[src/rtl/up_cfg_sequencer.sv]
// up_cfg_sequencer: autonomous up_* bus initiator that walks a command
// table (WRITE / POLL / DELAY / END) held in an external ROM/RAM.
// Optional feature: define UP_CFG_SEQ_WRITE_VERIFY_EN to read back every
// WRITE (non-zero mask) and abort with code 5 on a masked mismatch.
module up_cfg_sequencer #(
    parameter int CMD_ADDR_WIDTH = 8,
    parameter int ACK_TIMEOUT    = 64,
    parameter int POLL_RETRIES   = 1024,
    parameter int POLL_GAP       = 16
) (
    input  logic                      up_clk,
    input  logic                      up_rst,
    input  logic                      start,
    output logic                      busy,
    output logic                      done,
    output logic                      error,
    output logic [2:0]                error_code,
    output logic [CMD_ADDR_WIDTH-1:0] error_index,
    output logic [CMD_ADDR_WIDTH-1:0] cmd_raddr,
    input  logic [95:0]               cmd_rdata,
    output logic                      up_wreq,
    output logic [13:0]               up_waddr,
    output logic [31:0]               up_wdata,
    input  logic                      up_wack,
    output logic                      up_rreq,
    output logic [13:0]               up_raddr,
    input  logic [31:0]               up_rdata,
    input  logic                      up_rack
);

    typedef enum logic [3:0] {
        S_IDLE, S_FETCH, S_DECODE, S_WR_REQ, S_WR_WAIT, S_RD_REQ,
        S_RD_WAIT, S_CHECK, S_GAP, S_DELAY, S_DONE, S_ERR
    } state_t;

    localparam logic [1:0] OP_WRITE = 2'b00;
    localparam logic [1:0] OP_POLL  = 2'b01;
    localparam logic [1:0] OP_DELAY = 2'b10;
    localparam logic [CMD_ADDR_WIDTH-1:0] IDX_LAST = '1;
    localparam logic [CMD_ADDR_WIDTH-1:0] IDX_ONE  = CMD_ADDR_WIDTH'(1);

    state_t state, state_nxt;

    logic [CMD_ADDR_WIDTH-1:0] index;
    logic [13:0] cmd_addr;
    logic [31:0] cmd_mask;
    logic [31:0] cmd_data;
    logic [31:0] rd_data;
    logic [31:0] cnt;       // shared: ack timeout, poll gap, delay
    logic [31:0] poll_cnt;  // reads issued for the current command
    logic        verify;    // current read is a write readback, not a POLL

    // strobes from the FSM to the datapath
    logic       clr, adv, ld_cmd, cap_rd, vfy_set, cmd_done;
    logic       cnt_ld1, cnt_clr, cnt_inc, poll_clr, poll_inc;
    logic       err_set;
    logic [2:0] err_code_nxt;

    // reserved entry field carries no meaning
    logic unused_rsvd;
    assign unused_rsvd = ^cmd_rdata[79:64];

    // state register
    always_ff @(posedge up_clk) begin
        if (up_rst) state <= S_IDLE;
        else        state <= state_nxt;
    end

    // next-state and datapath strobes
    always_comb begin
        state_nxt    = state;
        clr          = 1'b0;
        adv          = 1'b0;
        ld_cmd       = 1'b0;
        cap_rd       = 1'b0;
        vfy_set      = 1'b0;
        cmd_done     = 1'b0;
        cnt_ld1      = 1'b0;
        cnt_clr      = 1'b0;
        cnt_inc      = 1'b0;
        poll_clr     = 1'b0;
        poll_inc     = 1'b0;
        err_set      = 1'b0;
        err_code_nxt = 3'd0;
        case (state)
            S_IDLE, S_DONE, S_ERR: begin
                if (start) begin
                    clr       = 1'b1;
                    state_nxt = S_FETCH;
                end
            end
            S_FETCH: state_nxt = S_DECODE;
            S_DECODE: begin
                ld_cmd   = 1'b1;
                cnt_clr  = 1'b1;
                poll_clr = 1'b1;
                case (cmd_rdata[95:94])
                    OP_WRITE: state_nxt = S_WR_REQ;
                    OP_POLL:  state_nxt = S_RD_REQ;
                    OP_DELAY: state_nxt = S_DELAY;
                    default:  state_nxt = S_DONE;
                endcase
            end
            S_WR_REQ: begin
                cnt_ld1   = 1'b1;  // the req cycle counts as the first timeout cycle
                state_nxt = S_WR_WAIT;
            end
            S_WR_WAIT: begin
                if (up_wack) begin
`ifdef UP_CFG_SEQ_WRITE_VERIFY_EN
                    if (cmd_mask != '0) begin
                        vfy_set   = 1'b1;
                        state_nxt = S_RD_REQ;
                    end else begin
                        cmd_done = 1'b1;
                    end
`else
                    cmd_done = 1'b1;
`endif
                end else if (cnt == ACK_TIMEOUT - 1) begin
                    err_set      = 1'b1;
                    err_code_nxt = 3'd1;
                end else begin
                    cnt_inc = 1'b1;
                end
            end
            S_RD_REQ: begin
                cnt_ld1   = 1'b1;
                poll_inc  = 1'b1;
                state_nxt = S_RD_WAIT;
            end
            S_RD_WAIT: begin
                if (up_rack) begin
                    cap_rd    = 1'b1;
                    state_nxt = S_CHECK;
                end else if (cnt == ACK_TIMEOUT - 1) begin
                    err_set      = 1'b1;
                    err_code_nxt = 3'd2;
                end else begin
                    cnt_inc = 1'b1;
                end
            end
            S_CHECK: begin
                if ((rd_data & cmd_mask) == (cmd_data & cmd_mask)) begin
                    cmd_done = 1'b1;
                end else if (verify) begin
                    err_set      = 1'b1;
                    err_code_nxt = 3'd5;
                end else if (poll_cnt == POLL_RETRIES) begin
                    err_set      = 1'b1;
                    err_code_nxt = 3'd3;
                end else if (POLL_GAP == 0) begin
                    state_nxt = S_RD_REQ;
                end else begin
                    cnt_clr   = 1'b1;
                    state_nxt = S_GAP;
                end
            end
            S_GAP: begin
                if (cnt == POLL_GAP - 1) state_nxt = S_RD_REQ;
                else                     cnt_inc   = 1'b1;
            end
            S_DELAY: begin
                // a zero count still spends this one cycle
                if (cnt + 32'd1 >= {8'd0, cmd_data[23:0]}) cmd_done = 1'b1;
                else                                       cnt_inc  = 1'b1;
            end
            default: state_nxt = S_IDLE;
        endcase

        // retire a command: step the index, refusing to run off the table
        if (cmd_done) begin
            if (index == IDX_LAST) begin
                err_set      = 1'b1;
                err_code_nxt = 3'd4;
            end else begin
                adv       = 1'b1;
                state_nxt = S_FETCH;
            end
        end
        if (err_set) state_nxt = S_ERR;
    end

    // datapath: table index, latched entry, counters and error record
    always_ff @(posedge up_clk) begin
        if (up_rst) begin
            index       <= '0;
            cmd_addr    <= '0;
            cmd_mask    <= '0;
            cmd_data    <= '0;
            rd_data     <= '0;
            cnt         <= '0;
            poll_cnt    <= '0;
            verify      <= 1'b0;
            error_code  <= '0;
            error_index <= '0;
        end else begin
            if (clr) begin
                index      <= '0;
                error_code <= '0;
            end
            if (adv) index <= index + IDX_ONE;
            if (ld_cmd) begin
                cmd_addr <= cmd_rdata[93:80];
                cmd_mask <= cmd_rdata[63:32];
                cmd_data <= cmd_rdata[31:0];
                verify   <= 1'b0;
            end
            if (vfy_set) verify  <= 1'b1;
            if (cap_rd)  rd_data <= up_rdata;
            if (cnt_ld1)      cnt <= 32'd1;
            else if (cnt_clr) cnt <= '0;
            else if (cnt_inc) cnt <= cnt + 32'd1;
            if (poll_clr)      poll_cnt <= '0;
            else if (poll_inc) poll_cnt <= poll_cnt + 32'd1;
            if (err_set) begin
                error_code  <= err_code_nxt;
                error_index <= index;
            end
        end
    end

    assign busy      = !(state inside {S_IDLE, S_DONE, S_ERR});
    assign done      = (state == S_DONE);
    assign error     = (state == S_ERR);
    assign cmd_raddr = index;
    assign up_wreq   = (state == S_WR_REQ);
    assign up_rreq   = (state == S_RD_REQ);
    assign up_waddr  = cmd_addr;
    assign up_raddr  = cmd_addr;
    assign up_wdata  = cmd_data;

endmodule

[config.mk]
export PLATFORM = sky130hd
export DESIGN_NAME = up_cfg_sequencer
export DESIGN_NICKNAME = d
export VERILOG_FILES = /design/src/rtl/up_cfg_sequencer.sv
export SDC_FILE = /design/constraint.sdc
export NUM_CORES = 1
export LEC_CHECK = 0
export BUFFER_PORTS_ARGS = -buffer_cell sky130_fd_sc_hd__buf_2
export CAP_MARGIN = 10
export CELL_PAD_IN_SITES_DETAIL_PLACEMENT = 2
export CELL_PAD_IN_SITES_GLOBAL_PLACEMENT = 2
export CORE_ASPECT_RATIO = 0.5
export CORE_MARGIN = 3
export CORE_UTILIZATION = 29
export CTS_BUF_LIST = sky130_fd_sc_hd__clkbuf_8
export DETAILED_ROUTE_END_ITERATION = 7
export GPL_TIMING_DRIVEN = 0
export MAX_ROUTING_LAYER = met4
export PLACE_DENSITY = 0.85
export RECOVER_POWER = 25
export SLEW_MARGIN = 20
export SYNTH_ARGS = -nofsm -noshare
export SYNTH_HDL_FRONTEND = slang
export SYNTH_SLANG_ARGS = --single-unit
[constraint.sdc]
create_clock -name up_clk -period 3.43 [get_ports up_clk]
set_clock_uncertainty 0.15 [all_clocks]
set_input_delay 0.686 -clock up_clk [delete_from_list [all_inputs] [get_ports up_clk]]
set_output_delay 0.686 -clock up_clk [all_outputs]
set_load 0.01 [all_outputs]
==> reports/results.ini, run 1 <==
[run_status]
status = finished, violations left
violations = setup timing

[synth]
ys_seq_area_share_pct = 40.33
ys.flop_type = dfxtp_1
syn_inst = 1249
yosys.area.top_type = dfxtp_1
synth_warnings = 0
ys_seq_elements = 197
synth_area_um2 = 9779
synth_async_sr_flop_share_pct = 0
yosysUniqueCellTypes = 57
syn_nets = 1413
synthTopCellsByArea = dfxtp_1 (40%), nand2_1 (11%), a21oi_1 (7.6%), xor2_1 (5.2%), ha_1 (4.0%)
synth-edff-count = 0
postSynthAreaPerCell_um2 = 7.830
synth.top_cell.area_share_pct = 40.33

[finish]
antenna_cells = 0
layout_common_cells = nand2_1 (276), dfxtp_1 (181), buf_2 (152)
num-fill-cells = 3704
drive_above_1_share_pct = 24.05
layout-area-overhead-vs-synth_pct = 31.13
final_nets = 1681
final_common_cell = nand2_1

[worst_setup_path]
crit_arrival_ns = 4.92
cp.required_ns = 3.74
cp-start-kind = register
critPathCaptureType = register
crit_type = register to register
path_max_fanout = 7

[power]
pwr-share-clk_pct = 35.6
p_comb_share_pct = 18.6
swShare_pct = 33.10
seq_power_share_pct = 45.8
switchingPower_mw = 1.764
p_int_mw = 3.564
pwr_density_cell_nw_per_um2 = 415.5
power_leakage_nw = 5.069
ir_worst_vdd_mv = 0.2628

[grt]
grt_pass1_wl_mm = 65.58
antenna_found_initial = 0
grt_util_all_layers_pct = 24.22
grt-ovfl-total = 0
grt_pass1_vias = 11430
grt_max_degree = 19

[flow_run]
drv_cap = 0

[routing]
wirelength_mm = 50.37
drc = 0
drtAntennaViolNets = 0
first_pass_iters = 5
initialDrtViolationCount = 901
vias = 10850
vias_per_cell = 5.529
wire_per_inst_um = 25.67

[timing]
fmax_mhz = 216.8
slew_violations = 0
setup_viol = 55
slew_headroom_pct = 15.69
worstMarginPinSlew_ns = 1.248
fin_crit_ns = 4.612
finalHoldViolCount = 0
setup_ws_ns = -1.182
period_share_pct = 134.5
fin_tns_setup_ns = -54.33
rsz0062_at_grt = yes

[floorplan]
start_util_pct = 30.13
die_x_um = 265.7
rows = 46
die_h_um = 135.9
die_area_um2 = 36100
io_pins = 217
fp.coreArea_um2 = 32460

[clocking]
htree_levels = 4
cts_tree = built
clk_pin_slew_ns = 0.12
cts.sinks = 197
cts.path.max_buffers = 2
clock_latency_ns = 0.53
cts-buffers-inserted = 17
cts-root-buf = clkbuf_8

[placed_design]
place_ws_ns = -1.050
globalplace.congestion = 0.8760
hpwl_mm = 30.99
port_buffers = 200

[min_path]
hp-class = input port to register

==> synthesized netlist by cell type (15+ instances only) <==
library cell  instances
nand2_1             279
dfxtp_1             197
a21oi_1             148
nor2_1               73
xor2_1               58
clkbuf_1             57
inv_1                41
nand3_1              36
o21ai_0              33
ha_1                 31
xnor2_1              31
or3_1                26
nand4_1              22
nor4_1               19
a22oi_1              16
and3_1               15
buf_4                15
==> power by group through the flow <==
stage / Sequential (mW) / Combinational (mW) / Clock, mW
after floorplan: 2.48 / 0.403 / 0
after global placement: 2.49 / 0.707 / 0
after detailed placement: 2.49 / 0.752 / 0
after CTS: 2.43 / 0.817 / 1.87
after global routing: 2.45 / 1.04 / 2.02
final: 2.44 / 0.989 / 1.90
==> per-layer routing <==
metal	part of all wire, %	up-vias	track usage (%)
li1	-	4817	-
met2	51	365	43.45
met3	4.7	150	4.448
met5	0	-	-
met4	3.8	0	10.09
met1	41	5515	26.77
==> flip-flops by register name (all words and copies together), names as in the netlist <==
signal       flops
up_raddr        14
error_index      8
state            4
poll_cnt        32
error_code       3
up_wdata        32
cmd_raddr        8
rd_data         32
cmd_mask        32
cnt             32
==> worst max-delay path, stage by stage (launching register included) <==
cell,delay (ns)
dfxtp_4,0.43
nand4_1,0.12
buf_4,0.20
nor2_2,0.26
nand2_1,0.21
xnor2_1,0.44
ha_1,0.38
a21oi_1,0.22
nand2_1,0.14
a221oi_4,0.30
o22ai_4,0.15
nor4_4,0.31
buf_4,0.23
a31oi_4,0.14
buf_2,0.24
or4_1,0.45
nand2_1,0.16
==> per-stage QoR <==
step / power [mW] / cell area (µm²) / util (%) / instances / hold WS (ns)
floorplan: 2.881 / 9867 / - / 1249 / 0.2860
global placement: 3.194 / 11410 / 35.14 / 1881 / 0.2924
detailed placement: 3.245 / 11420 / 35.18 / 1882 / 0.3020
CTS: 5.120 / 12300 / 37.89 / 1937 / 0.2008
global route: 5.508 / 12820 / 39.50 / 1962 / 0.2066
finish: 5.328 / 12820 / 39.50 / 1962 / 0.2349
==> cell families after synthesis <==
kind of cell	Yosys count	synth area share [%]
AO/OA/AOI/OAI	259	15.39
AND/OR/NAND/NOR	540	25.93
buffers and inverters	123	5.386
adder cells (fa/ha/maj)	31	3.966
multiplexers	10	1.024
XOR/XNOR	89	7.971
flip-flops	197	40.33
==> repair_timing <==
| item | 4_1_cts | 5_1_grt |
|---|---|---|
| resized for setup | 57 | 88 |
| pin swaps | 25 | 34 |
| setup endpoints to repair | 55 | 55 |
| setup buffers | 26 | 22 |
| hold buffers | 0 | 0 |
| cloned | 2 | 3 |
==> path summary, 6_finish.rpt <==
path	startpoint	end	slack (ns)	cells past startpoint
setup / recovery	cnt[10]$_SDFFE_PP0P_	cnt[21]$_SDFFE_PP0P_	-1.18	16
hold / removal	cmd_rdata[24]	up_wdata[24]$_SDFFE_PP0P_	0.23	3
setup reg to reg	cnt[10]$_SDFFE_PP0P_	cnt[21]$_SDFFE_PP0P_	-1.18	16
hold reg to reg	error_index[1]$_SDFFE_PP0P_	error_index[1]$_SDFFE_PP0P_	0.32	2
==> layout make-up <==
type / count / area (µm²) / share of cell area, %
buffer: 77 / 414.1 / 3.230
inverter: 41 / 153.9 / 1.200
tap: 432 / 540.5 / 4.215
clock buffer: 19 / 261.5 / 2.039
multi-input combinational: 930 / 5878 / 45.84
clock inverter: 13 / 214.0 / 1.668
timing repair buffer: 253 / 1378 / 10.74
sequential: 197 / 3984 / 31.07
Power figures use the tool's default switching activity.
==> inputs of run 2 (changes only) <==
PLACE_DENSITY = default   (was 0.85)
PLACE_DENSITY_LB_ADDON = 0.1   (was default)
==> reports/results.ini, run 2 (synthesized netlist as in run 1, its figures left out) <==
[clocking]
cts.sinks = 197
cts-root-buf = clkbuf_8
cts_tree = built
clock_latency_ns = 0.51
clk_pin_slew_ns = 0.11
htree_levels = 4
cts-buffers-inserted = 17
cts.path.max_buffers = 2
cts_hold_buffers = 0

[worst_setup_path]
r2r-start = cnt[0]$_SDFFE_PP0P_
crit_type = register to register
cp.required_ns = 3.71
worst_r2r_path_depth = 16
path_max_fanout = 7
r2r_end = cnt[20]$_SDFFE_PP0P_
crit_arrival_ns = 4.33
r2r_setup_slack_ns = -0.62
cp-start-kind = register
critPathCaptureType = register

[routing]
wirelength_mm = 39.65
drc = 0
vias = 10100
first_pass_iters = 5
vias_per_cell = 5.137
drtAntennaViolNets = 0
initialDrtViolationCount = 486
wire_per_inst_um = 20.17

[finish]
final_nets = 1682
num-fill-cells = 3769
drive_above_1_share_pct = 22.53
layout_common_cells = nand2_1 (275), dfxtp_1 (181), buf_2 (149)
finalCoreUtilization_pct = 39.03
final_common_cell = nand2_1
layout-area-overhead-vs-synth_pct = 29.57

[timing]
setup_ws_ns = -0.6191
period_share_pct = 118.0
slew_violations = 0
slew_headroom_pct = 24.88
finalHoldViolCount = 0
fmax_mhz = 247.0
fin_crit_ns = 4.049
fin_tns_setup_ns = -30.38
rsz0062_at_grt = yes
worstMarginPinSlew_ns = 1.117
setup_viol = 55

[min_path]
hold-path-cell-count = 3
hold-path-endpoint = up_wdata[29]$_SDFFE_PP0P_
min_from = cmd_rdata[29]
hp-class = input port to register

[run_status]
violations = setup timing
status = finished, violations left

[floorplan]
die_h_um = 135.9
io_pins = 217
fp.coreArea_um2 = 32460
die_x_um = 265.7
die_area_um2 = 36100
start_util_pct = 30.13
rows = 46

[grt]
grt_pass1_vias = 10760
antenna_found_initial = 4
grt-ovfl-total = 0
grt_util_all_layers_pct = 22.29
grt_pass1_wl_mm = 60.95
grt_max_degree = 20

[power]
power_leakage_nw = 5.048
pwr_density_cell_nw_per_um2 = 384.5
p_total_mw = 4.872
ir_worst_vdd_mv = 0.1770

[placed_design]
hpwl_mm = 29.35
port_buffers = 200
globalplace.congestion = 0.8459

[flow_run]
drv_cap = 0

==> run 2: cell count changes in the layout (fill, tap and decap cells not counted), sizes merged, moves of 2 or more <==
cell and change:
bufinv -4, diode +3, clkbuf +2, clkinvlp +2
inv +2
==> run 2: worst max path at each step <==
| stage | start | end | slack [ns] | depth (start not counted) |
|---|---|---|---|---|
| 5_1_grt | cnt[0]$_SDFFE_PP0P_ | cnt[20]$_SDFFE_PP0P_ | -0.81 | 16 |
| 4_1_cts | cnt[0]$_SDFFE_PP0P_ | cnt[20]$_SDFFE_PP0P_ | -0.51 | 17 |
| 6_report | cnt[0]$_SDFFE_PP0P_ | cnt[20]$_SDFFE_PP0P_ | -0.62 | 16 |
| 3_3_place_gp | cnt[10]$_SDFFE_PP0P_ | cnt[30]$_SDFFE_PP0P_ | -0.92 | 14 |
| 2_1_floorplan | cnt[10]$_SDFFE_PP0P_ | cnt[20]$_SDFFE_PP0P_ | -0.03 | 15 |
| 3_5_place_dp | cnt[10]$_SDFFE_PP0P_ | cnt[16]$_SDFFE_PP0P_ | -0.98 | 15 |
==> run 2: repair_timing <==
item / 4_1_cts / 5_1_grt
buffers inserted: 35 / 13
endpoints found under the hold margin: 0 / 0
pin swaps: 31 / 20
cloned: 0 / 6
resized for setup: 88 / 38
endpoints found under the setup margin: 55 / 57
==> run 2: critical path, cell delays in order, from the launching register on <==
cell      delay (ns)
dfxtp_4         0.42
buf_12          0.11
ha_4            0.15
and3_2          0.28
nand2b_1        0.16
nor2_1          0.19
nand3_1         0.16
xnor2_1         0.16
ha_1            0.26
and4_1          0.22
a221oi_2        0.33
o22ai_4         0.13
nor4_4          0.23
a31oi_4         0.24
buf_6           0.21
or4_4           0.40
a21oi_1         0.16
==> run 2: through the flow <==
stage               instance area (µm²)  setup slack [ns]  hold WS (ns)  cells
floorplan                          9867          -0.02825        0.2860   1249
global placement                  11410           -0.9244        0.2941   1881
detailed placement                11420           -0.9819        0.3084   1882
CTS                               12370           -0.5129        0.2103   1944
global route                      12670           -0.8136        0.2202   1966
finish                            12670           -0.6191        0.2501   1966
==> run 2: where the power goes <==
part           switching (mW)  total (mW)  internal, mW
sequential             0.0782        2.43          2.35
combinational           0.538       0.888         0.350
clock                   0.998        1.55         0.554
==> run 2: final cells by class <==
cell class                 instances  area (µm²)  share of cell area, %
multi-input combinational        929        5727                  45.20
sequential                       197        3986                  31.46
timing repair buffer             255        1441                  11.38
tap                              432       540.5                  4.266
buffer                            77       429.2                  3.387
clock buffer                      18       247.7                  1.955
inverter                          41       153.9                  1.215
clock inverter                    14       137.6                  1.086
antenna                            3       7.507                0.05925
==> run 2: metal layers <==
metal	routed length, µm	vias up	GRT usage, %
met2	20170	167	39.21
li1	-	4819	-
met5	0	-	-
met3	1179	50	3.454
met1	17640	5064	27.12
met4	661	0	5.228
